[src/rtl/seq_det_pkg.sv]
// rtl/seq_det_pkg.sv - shared widths, channel config struct and counter saturation constant for seq_detect_multi
package seq_det_pkg;

    localparam int MAX_LEN_LIMIT = 32;

    function automatic int len_w(input int max_len);
        return $clog2(max_len + 1);
    endfunction

    localparam int LEN_W_MAX = len_w(MAX_LEN_LIMIT);

    // Sized for the largest legal pattern; narrower builds leave the upper bits constant zero.
    typedef struct packed {
        logic [MAX_LEN_LIMIT-1:0] pat;
        logic [LEN_W_MAX-1:0]     len;
    } chan_cfg_t;

    localparam logic CNT_SAT_BIT = 1'b1;

endpackage

[src/rtl/seq_det_chan.sv]
// rtl/seq_det_chan.sv - one pattern channel: stored config, fill, compare, match flop, counter under SEQ_DET_COUNT_EN
module seq_det_chan
    import seq_det_pkg::*;
#(
    parameter int MAX_LEN = 8,
    parameter int LEN_W   = 4,
    parameter int CNT_W   = 8
) (
    input  logic               clk,
    input  logic               rst,
    input  logic               in_vld,
    input  logic               overlap,
    input  logic               cfg_load,
    input  logic               cnt_clr,
    input  logic [MAX_LEN-1:0] hist_next,
    input  logic [MAX_LEN-1:0] pat,
    input  logic [LEN_W-1:0]   len,
    output logic               match,
    output logic [CNT_W-1:0]   cnt
);

    chan_cfg_t                cfg_q;
    chan_cfg_t                cfg_load_val;
    logic [LEN_W_MAX-1:0]     len_ext;
    logic [LEN_W_MAX-1:0]     fill_q;
    logic [LEN_W_MAX-1:0]     fill_next;
    logic [MAX_LEN_LIMIT-1:0] hist_ext;
    logic [MAX_LEN_LIMIT-1:0] mask;
    logic                     hit;
    logic                     match_q;

    always_comb begin
        len_ext                        = LEN_W_MAX'(len);
        cfg_load_val                   = '0;
        cfg_load_val.pat[MAX_LEN-1:0]  = pat;
        cfg_load_val.len               = (len_ext > LEN_W_MAX'(MAX_LEN)) ? LEN_W_MAX'(MAX_LEN) : len_ext;
    end

    always_comb begin
        hist_ext                = '0;
        hist_ext[MAX_LEN-1:0]   = hist_next;
        for (int i = 0; i < MAX_LEN_LIMIT; i++) begin
            mask[i] = (i < int'(cfg_q.len));
        end
    end

    // Fill saturates at len, so in overlap mode every later bit re-checks the window.
    assign fill_next = (fill_q < cfg_q.len) ? fill_q + LEN_W_MAX'(1) : fill_q;

    assign hit = in_vld && (cfg_q.len != '0) && (fill_next >= cfg_q.len)
                 && (((hist_ext ^ cfg_q.pat) & mask) == '0);

    always_ff @(posedge clk) begin
        if (rst) begin
            cfg_q   <= '0;
            fill_q  <= '0;
            match_q <= 1'b0;
        end else if (cfg_load) begin
            cfg_q   <= cfg_load_val;
            fill_q  <= '0;
            match_q <= 1'b0;
        end else begin
            match_q <= hit;
            if (in_vld) begin
                fill_q <= (hit && !overlap) ? '0 : fill_next;
            end
        end
    end

    assign match = match_q;

`ifdef SEQ_DET_COUNT_EN
    logic [CNT_W-1:0] cnt_q;

    always_ff @(posedge clk) begin
        if (rst || cnt_clr) begin
            cnt_q <= '0;
        end else if (match_q && (cnt_q != {CNT_W{CNT_SAT_BIT}})) begin
            cnt_q <= cnt_q + CNT_W'(1);
        end
    end

    assign cnt = cnt_q;
`else
    wire unused_ok = &{1'b0, cnt_clr, CNT_SAT_BIT};

    assign cnt = '0;
`endif

endmodule

[src/rtl/seq_detect_multi.sv]
// rtl/seq_detect_multi.sv - multi-pattern serial detector top; SEQ_DET_COUNT_EN adds per-channel match counters
module seq_detect_multi
    import seq_det_pkg::*;
#(
    parameter int  NUM_CH  = 4,
    parameter int  MAX_LEN = 8,
    parameter int  CNT_W   = 8,
    localparam int LEN_W   = len_w(MAX_LEN)
) (
    input  logic                      clk,
    input  logic                      rst,
    input  logic                      in_i,
    input  logic                      in_vld_i,
    input  logic                      overlap_i,
    input  logic                      cfg_load_i,
    input  logic [NUM_CH*MAX_LEN-1:0] pat_i,
    input  logic [NUM_CH*LEN_W-1:0]   len_i,
    input  logic                      cnt_clr_i,
    output logic [NUM_CH-1:0]         match_o,
    output logic [NUM_CH*CNT_W-1:0]   cnt_o
);

    logic [MAX_LEN-1:0] hist_q;
    logic [MAX_LEN-1:0] hist_next;

    // Newest bit enters at the LSB, so the window lines up with pat[len-1:0].
    assign hist_next = {hist_q[MAX_LEN-2:0], in_i};

    always_ff @(posedge clk) begin
        if (rst || cfg_load_i) begin
            hist_q <= '0;
        end else if (in_vld_i) begin
            hist_q <= hist_next;
        end
    end

    for (genvar k = 0; k < NUM_CH; k++) begin : g_chan
        seq_det_chan #(
            .MAX_LEN (MAX_LEN),
            .LEN_W   (LEN_W),
            .CNT_W   (CNT_W)
        ) u_chan (
            .clk       (clk),
            .rst       (rst),
            .in_vld    (in_vld_i),
            .overlap   (overlap_i),
            .cfg_load  (cfg_load_i),
            .cnt_clr   (cnt_clr_i),
            .hist_next (hist_next),
            .pat       (pat_i[k*MAX_LEN +: MAX_LEN]),
            .len       (len_i[k*LEN_W +: LEN_W]),
            .match     (match_o[k]),
            .cnt       (cnt_o[k*CNT_W +: CNT_W])
        );
    end

endmodule
[config.mk]
export PLATFORM = sky130hd
export DESIGN_NAME = seq_detect_multi
export DESIGN_NICKNAME = d
export VERILOG_FILES = /design/src/rtl/seq_det_pkg.sv /design/src/rtl/seq_det_chan.sv /design/src/rtl/seq_detect_multi.sv
export SDC_FILE = /design/constraint.sdc
export NUM_CORES = 1
export LEC_CHECK = 0
export ABC_AREA = 1
export CAP_MARGIN = 20
export CORE_MARGIN = 3
export CORE_UTILIZATION = 43
export DETAILED_ROUTE_END_ITERATION = 8
export PLACE_DENSITY = 0.65
export SYNTH_ARGS = -nofsm -noshare
export SYNTH_HDL_FRONTEND = slang
export SYNTH_SLANG_ARGS = --single-unit
export TNS_END_PERCENT = 10
[constraint.sdc]
create_clock -name clk -period 3.48 [get_ports clk]
set_clock_uncertainty 0.2 [all_clocks]
set_input_delay 0.87 -clock clk [delete_from_list [all_inputs] [get_ports clk]]
set_output_delay 0.87 -clock clk [all_outputs]
set_load 0.01 [all_outputs]
==> results by group <==
Critical path
  • CP required: 3540 ps
  • Most prevalent standard cell on the critical path: nand2_1
  • Max stage delay on crit path: 350 ps
  • CP max FO: 6
  • Worst reg-to-reg setup slack: 570 ps
  • Setup crit end: g_chan[0].u_chan.fill_q[4]
  • Critical Path Source: g_chan[0].u_chan.cfg_q[3]
  • Worst path slowest cell: dfxtp_1
  • Crit path capture type: flip-flop
  • Crit Path Class: reg -> reg
  • Worst-path cell chain: inv_1 > ha_1 > nand2_1 > nor3_1 > nand2_1 > nand2_1 > xor2_1 > ha_1 > inv_1 > nand2_1 > nand2_1 > nand2_1 > nand2_1 > nand2_1 > a21oi_1 > nand3_1 > nand3_2 > nand2_1 > a21oi_1
  • Worst r2r src: g_chan[0].u_chan.cfg_q[3]
  • Worst r2r path cells: 19
  • RR Endpoint: g_chan[0].u_chan.fill_q[4]
  • Critical path arrival: 2980 ps
  • CP Launch Type: flip-flop

Synthesis
  • Yosys reg bits: 83
  • Most used DFF post-synth: dfxtp_1
  • Unique masters post-synth: 27
  • Post-synthesis sequential area ratio: 32.0%
  • Post-Synthesis Cells: 792
  • Avg Inst Size Synth: 6.55 um^2
  • Async SR Flop Fraction: 0%
  • Largest cells by area after synthesis: dfxtp_1 (32%), nand2_1 (17%), ha_1 (7.7%)
  • Warnings, synthesis: 0
  • Post-synth EDFFs: 0
  • Post-synth top area share: 32.0%
  • Count leader, synth: nand2_1
  • Post-Synthesis Cell Area: 5190 um^2
  • Post-synth top cells: nand2_1 (235), inv_1 (105), dfxtp_1 (83)
  • Biggest area consumer among synthesized cells: dfxtp_1

GRT
  • Antenna violations before repair: 0
  • Global-route wire length before repair: 19900 um
  • Maximum number of pins on one net before global-route repair: 62
  • Gr usage total: 18.5%
  • Via count of the first global-routing pass: 4394
  • GR Overflow Total: 0

Timing
  • Max_slew headroom: 56.5%
  • Endpoints failing setup: 0
  • Hold Violations, Final: 0
  • RSZ-0062 raised after global routing: no
  • Crit share post-route: 83.7%
  • Final setup TNS: 0 ps
  • Tmin final: 2910 ps
  • Slew @ Worst Pin: 652 ps
  • Pins Over Slew Limit: 0
  • Fmax: 343 MHz

Power
  • Maximum VDD drop: 0.208 mV
  • LEAKAGE: 2.81 nW
  • Pwr per Cell Area: 387 nW/um^2

CTS
  • CTS HTree Levels: 3
  • Clk root buf: clkbuf_16
  • Skew-Pair Late Insertion Delay: 340 ps
  • Clock sinks: 83
  • Max clock buf depth: 2
  • Resized Gates After CTS: 0
  • Hold buffers post-CTS: 0
  • Clk slew on worst S/H paths: 60 ps
  • Total CTS buffers: 9
  • Post-CTS Setup Repair Bufs: 0
  • CTS tree: done

Cells and area
  • Inserted Diodes: 0
  • Fill cells: 1166
  • Nets@finish: 923
  • Design area: 6000 um^2
  • Layout area overhead: 15.7%
  • Final Util: 51.7%
  • Share of cells above drive strength 1: 5.23%
  • Fin cells: 984

Placement
  • Placer congestion estimate: 0.818
  • DP Cell Count: 968
  • Post-Place Cell Area: 5710 um^2
  • Port Buffer Count: 57
  • Post-DP HPWL: 8830 um

Run status
  • Status: finished, final reports clean

Drt
  • Avg WL per Cell: 12.0 um
  • Drt total wl: 11800 um
  • Residual DRC: 0
  • Drt initial violations: 168
  • Drt pass-1 iters: 5
  • DR vias/cell: 4.76
  • Vias: 4684
  • Antenna viol nets, final: 0

Die
  • Core Area: 11600 um^2
  • Die height: 116 um
  • Initial Util: 44.7%
  • Die area: 13400 um^2
  • Top Ports: 91
  • Die span in x: 116 um
  • Cell Rows: 39

Worst hold path
  • Worst Hold Class: reg -> reg

Flow run
  • Max-cap violations: 0
## area by class of cell
| class | instances | area, um^2 | share of cell area [%] |
|---|---|---|---|
| clock buffers | 9 | 225 | 3.75 |
| clock inverters | 7 | 60.1 | 1.00 |
| inverters | 113 | 424 | 7.07 |
| multi-input cells | 566 | 2830 | 47.2 |
| flip-flops and latches | 83 | 1660 | 27.7 |
| well taps | 143 | 179 | 2.98 |
| repair buffers | 63 | 616 | 10.3 |
## cell families after synthesis
kind of cell	share of synthesized area (%)
DFF	32.0
and+or+nand+nor	31.3
adders and majority gates	7.72
other	0.0723
AOI/OAI and AO/OA	8.06
buffers and inverters	15.6
xor gates and xnor gates	5.23
## worst max-delay path: cells and delay by family, from the launching register on
family	cells	cell delay [ps]
AND/OR/NAND/NOR	12	1070
flip-flops	1	350
buffers and inverters	2	150
adder cells (fa/ha/maj)	2	570
XOR/XNOR	1	220
AO/OA/AOI/OAI	2	260
## sequential cells by signal, indices dropped and copies added, names as in the netlist
register	flops
g_chan.u_chan.fill_q	24
g_chan.u_chan.match	4
hist_q	7
g_chan.u_chan.cfg_q	48
## cell usage in the layout, fill, tap and decap left out, drive strengths merged, types with 6 or more instances in the layout
master	n
nand2	241
inv	115
dfxtp	83
nor2	73
nand3	69
clkdlybuf4s50	57
ha	32
conb	32
a21oi	31
o21ai	31
xor2	22
o22ai	16
xnor2	9
clkbuf	9
nor3	6
buf	6
## power by group
| group | internal (mW) | leakage (nW) | switching (mW) |
|---|---|---|---|
| combinational | 0.162 | 1.99 | 0.227 |
| clock | 0.495 | 0.137 | 0.418 |
| sequential | 0.987 | 0.678 | 0.0348 |
| total | 1.64 | 2.81 | 0.681 |
## how the worst min path moves through the flow
stage / startpoint / to / slack, ps / depth (start not counted)
finish: g_chan[2].u_chan.fill_q[5] / g_chan[2].u_chan.fill_q[5] / 240 / 2
global route: g_chan[3].u_chan.fill_q[5] / g_chan[3].u_chan.fill_q[5] / 270 / 2
CTS: g_chan[3].u_chan.fill_q[5] / g_chan[3].u_chan.fill_q[5] / 240 / 2
detailed placement: g_chan[2].u_chan.fill_q[5] / g_chan[2].u_chan.fill_q[5] / 230 / 2
global placement: g_chan[3].u_chan.fill_q[5] / g_chan[3].u_chan.fill_q[5] / 230 / 2
floorplan: g_chan[2].u_chan.fill_q[5] / g_chan[2].u_chan.fill_q[5] / 220 / 2
## stage by stage
step / setup slack (ps) / power [mW] / hold slack, ps
finish: 568 / 2.32 / 237
global route: 295 / 2.44 / 268
CTS: 587 / 2.35 / 241
detailed placement: 524 / 1.43 / 229
global placement: 547 / 1.42 / 227
floorplan: 996 / 1.33 / 219
## routing by layer
metal  routed length (um)  track usage (%)
met4                  148             7.35
met3                  465             2.35
met5                    0                0
met1                 5690             24.4
met2                 5510             30.6
(Power assumes the default switching activity.)
==> patch: new RTL, same flow settings <==
`CNT_W` is set to 8 in 2 places; all go to 10.
--- a/src/rtl/seq_det_chan.sv
+++ b/src/rtl/seq_det_chan.sv
@@ -5,5 +5,5 @@
     parameter int MAX_LEN = 8,
     parameter int LEN_W   = 4,
-    parameter int CNT_W   = 8
+    parameter int CNT_W   = 10
 ) (
     input  logic               clk,
--- a/src/rtl/seq_detect_multi.sv
+++ b/src/rtl/seq_detect_multi.sv
@@ -5,5 +5,5 @@
     parameter int  NUM_CH  = 4,
     parameter int  MAX_LEN = 8,
-    parameter int  CNT_W   = 8,
+    parameter int  CNT_W   = 10,
     localparam int LEN_W   = len_w(MAX_LEN)
 ) (
Interface: changed (resized cnt_o); port bits go from 91 to 99. The function was not compared with the original's and may differ.
==> patch against the unedited design <==
- synthesized area rose by 1.2%
- sequential power barely moved
- die area rose by 1.1%
- worst setup slack improved by 0.033 ns
- wire length fell by 2.7%
- critical path depth fell by 1
- cell area rose by 1.4%
- via count fell by 0.58%
- total power rose by 6.8%
- first-iteration DRC count fell by 14%
- sequential cell count did not move
- non-clock buffer count did not move
==> patch: results (changes against the unedited design) <==
Placement
  • Dpl ws: 0.590 ns (+0.0662 ns)
  • Final HPWL DP: 8790 microns (-0.36%)
  • GPL Wtd Cong: 0.846 (+3.5%)

Logic synthesis
  • Largest cells by area after synthesis: dfxtp_1 (32%), nand2_1 (17%), ha_1 (7.6%), inv_1 (7.5%), buf_4 (6.3%)
  • Adder-cell share of the synthesized area: 7.63% (-0.088 points)
  • Mux cell area share after synthesis: 0% (unchanged)
  • Synth cell count leaders: nand2_1 (235), inv_1 (105), dfxtp_1 (83), nor2_1 (69), nand3_1 (65)
  • Synth Area in Compound Gates: 7.96% (-0.092 points)
  • Mapped cell area: 5250 sq um (+1.2%)
  • Post-Synth XOR/XNOR Area: 5.17% (-0.060 points)
  • Sequential area share after synthesis: 31.7% (-0.37 points)

Worst setup path
  • Crit path DAT: 2.94 ns (-0.04 ns)
  • Max stage delay on crit path: 0.36 ns
  • Worst path slowest cell: dfxtp_1
  • Delay-heaviest family, CP: simple AND/OR/NAND/NOR gates

Power
  • Peak VDD IR: 189 uV (-8.9%)
  • Seq pwr share: 41.2% (-2.8 points)
  • Leakage: 2.86 nW (+1.8%)
  • Switching power: 0.662 mW (-2.8%)
  • Clock share of power: 43.1% (+3.8 points)

Detailed routing
  • WL met2: 5190 microns (-5.7%)
  • DR iter-0 viols: 145 (-14%)
  • Wl on met1: 5660 microns (-0.58%)
  • First-pass iteration count of the detailed router: 4 (-1)
  • Met3 WL: 451 microns (-3.0%)
  • WL/cell: 11.6 microns (-3.5%)
  • Vias per inst: 4.69 (-1.4%)

Global route
  • Met3 Use GR: 3.11% (+0.76 points)
  • Met2 usage in global routing: 28.5% (-2.2 points)
  • Largest net degree at the start of global routing: 62 (unchanged)
  • Met1 Use GR: 24.5% (+0.078 points)
  • Vias in the first global route: 4329 (-1.5%)
  • First-pass GRT wire length: 19700 microns (-1.1%)
  • Total GRT Usage: 17.9% (-0.59 points)

Outcome
  • Status: finished, final reports clean

Final layout
  • Share of layout cells above drive strength 1: 5.18% (-0.049 points)
  • Nets: 931 (+0.87%)

Clocking
  • CTS Buf Count: 9 (unchanged)
  • Post-CTS setup buffers: 0 (unchanged)

Timing
  • Worst-Margin Slew: 0.665 ns (+0.0126 ns)
  • Fin. Hold Viols: 0 (unchanged)
-- patch: through the flow --
step	utilization (%)	cells	area (sq um)	total power, mW
after floorplan	-	839	5390	1.34
after global placement	49.3	976	5740	1.42
after detailed placement	49.3	976	5740	1.43
after CTS	52.2	992	6080	2.50
after global routing	52.2	992	6080	2.60
final	52.2	992	6080	2.48
-- patch: layout make-up --
cell class              instances  area (sq um)
clock buffers                  11           253
clock inverters                 5          85.1
fillers                      1127          5580
inverters                     113           424
multi-input cells             574          2860
flip-flops and latches         83          1660
well taps                     143           179
repair buffers                 63           616
-- patch: final timing paths --
path,slack (ns),cells after the start,to,startpoint
max,0.60,18,g_chan[0].u_chan.fill_q[1],g_chan[0].u_chan.cfg_q[3]
min,0.24,2,g_chan[2].u_chan.fill_q[5],g_chan[2].u_chan.fill_q[5]
max reg2reg,0.60,18,g_chan[0].u_chan.fill_q[1],g_chan[0].u_chan.cfg_q[3]
min reg2reg,0.24,2,g_chan[2].u_chan.fill_q[5],g_chan[2].u_chan.fill_q[5]
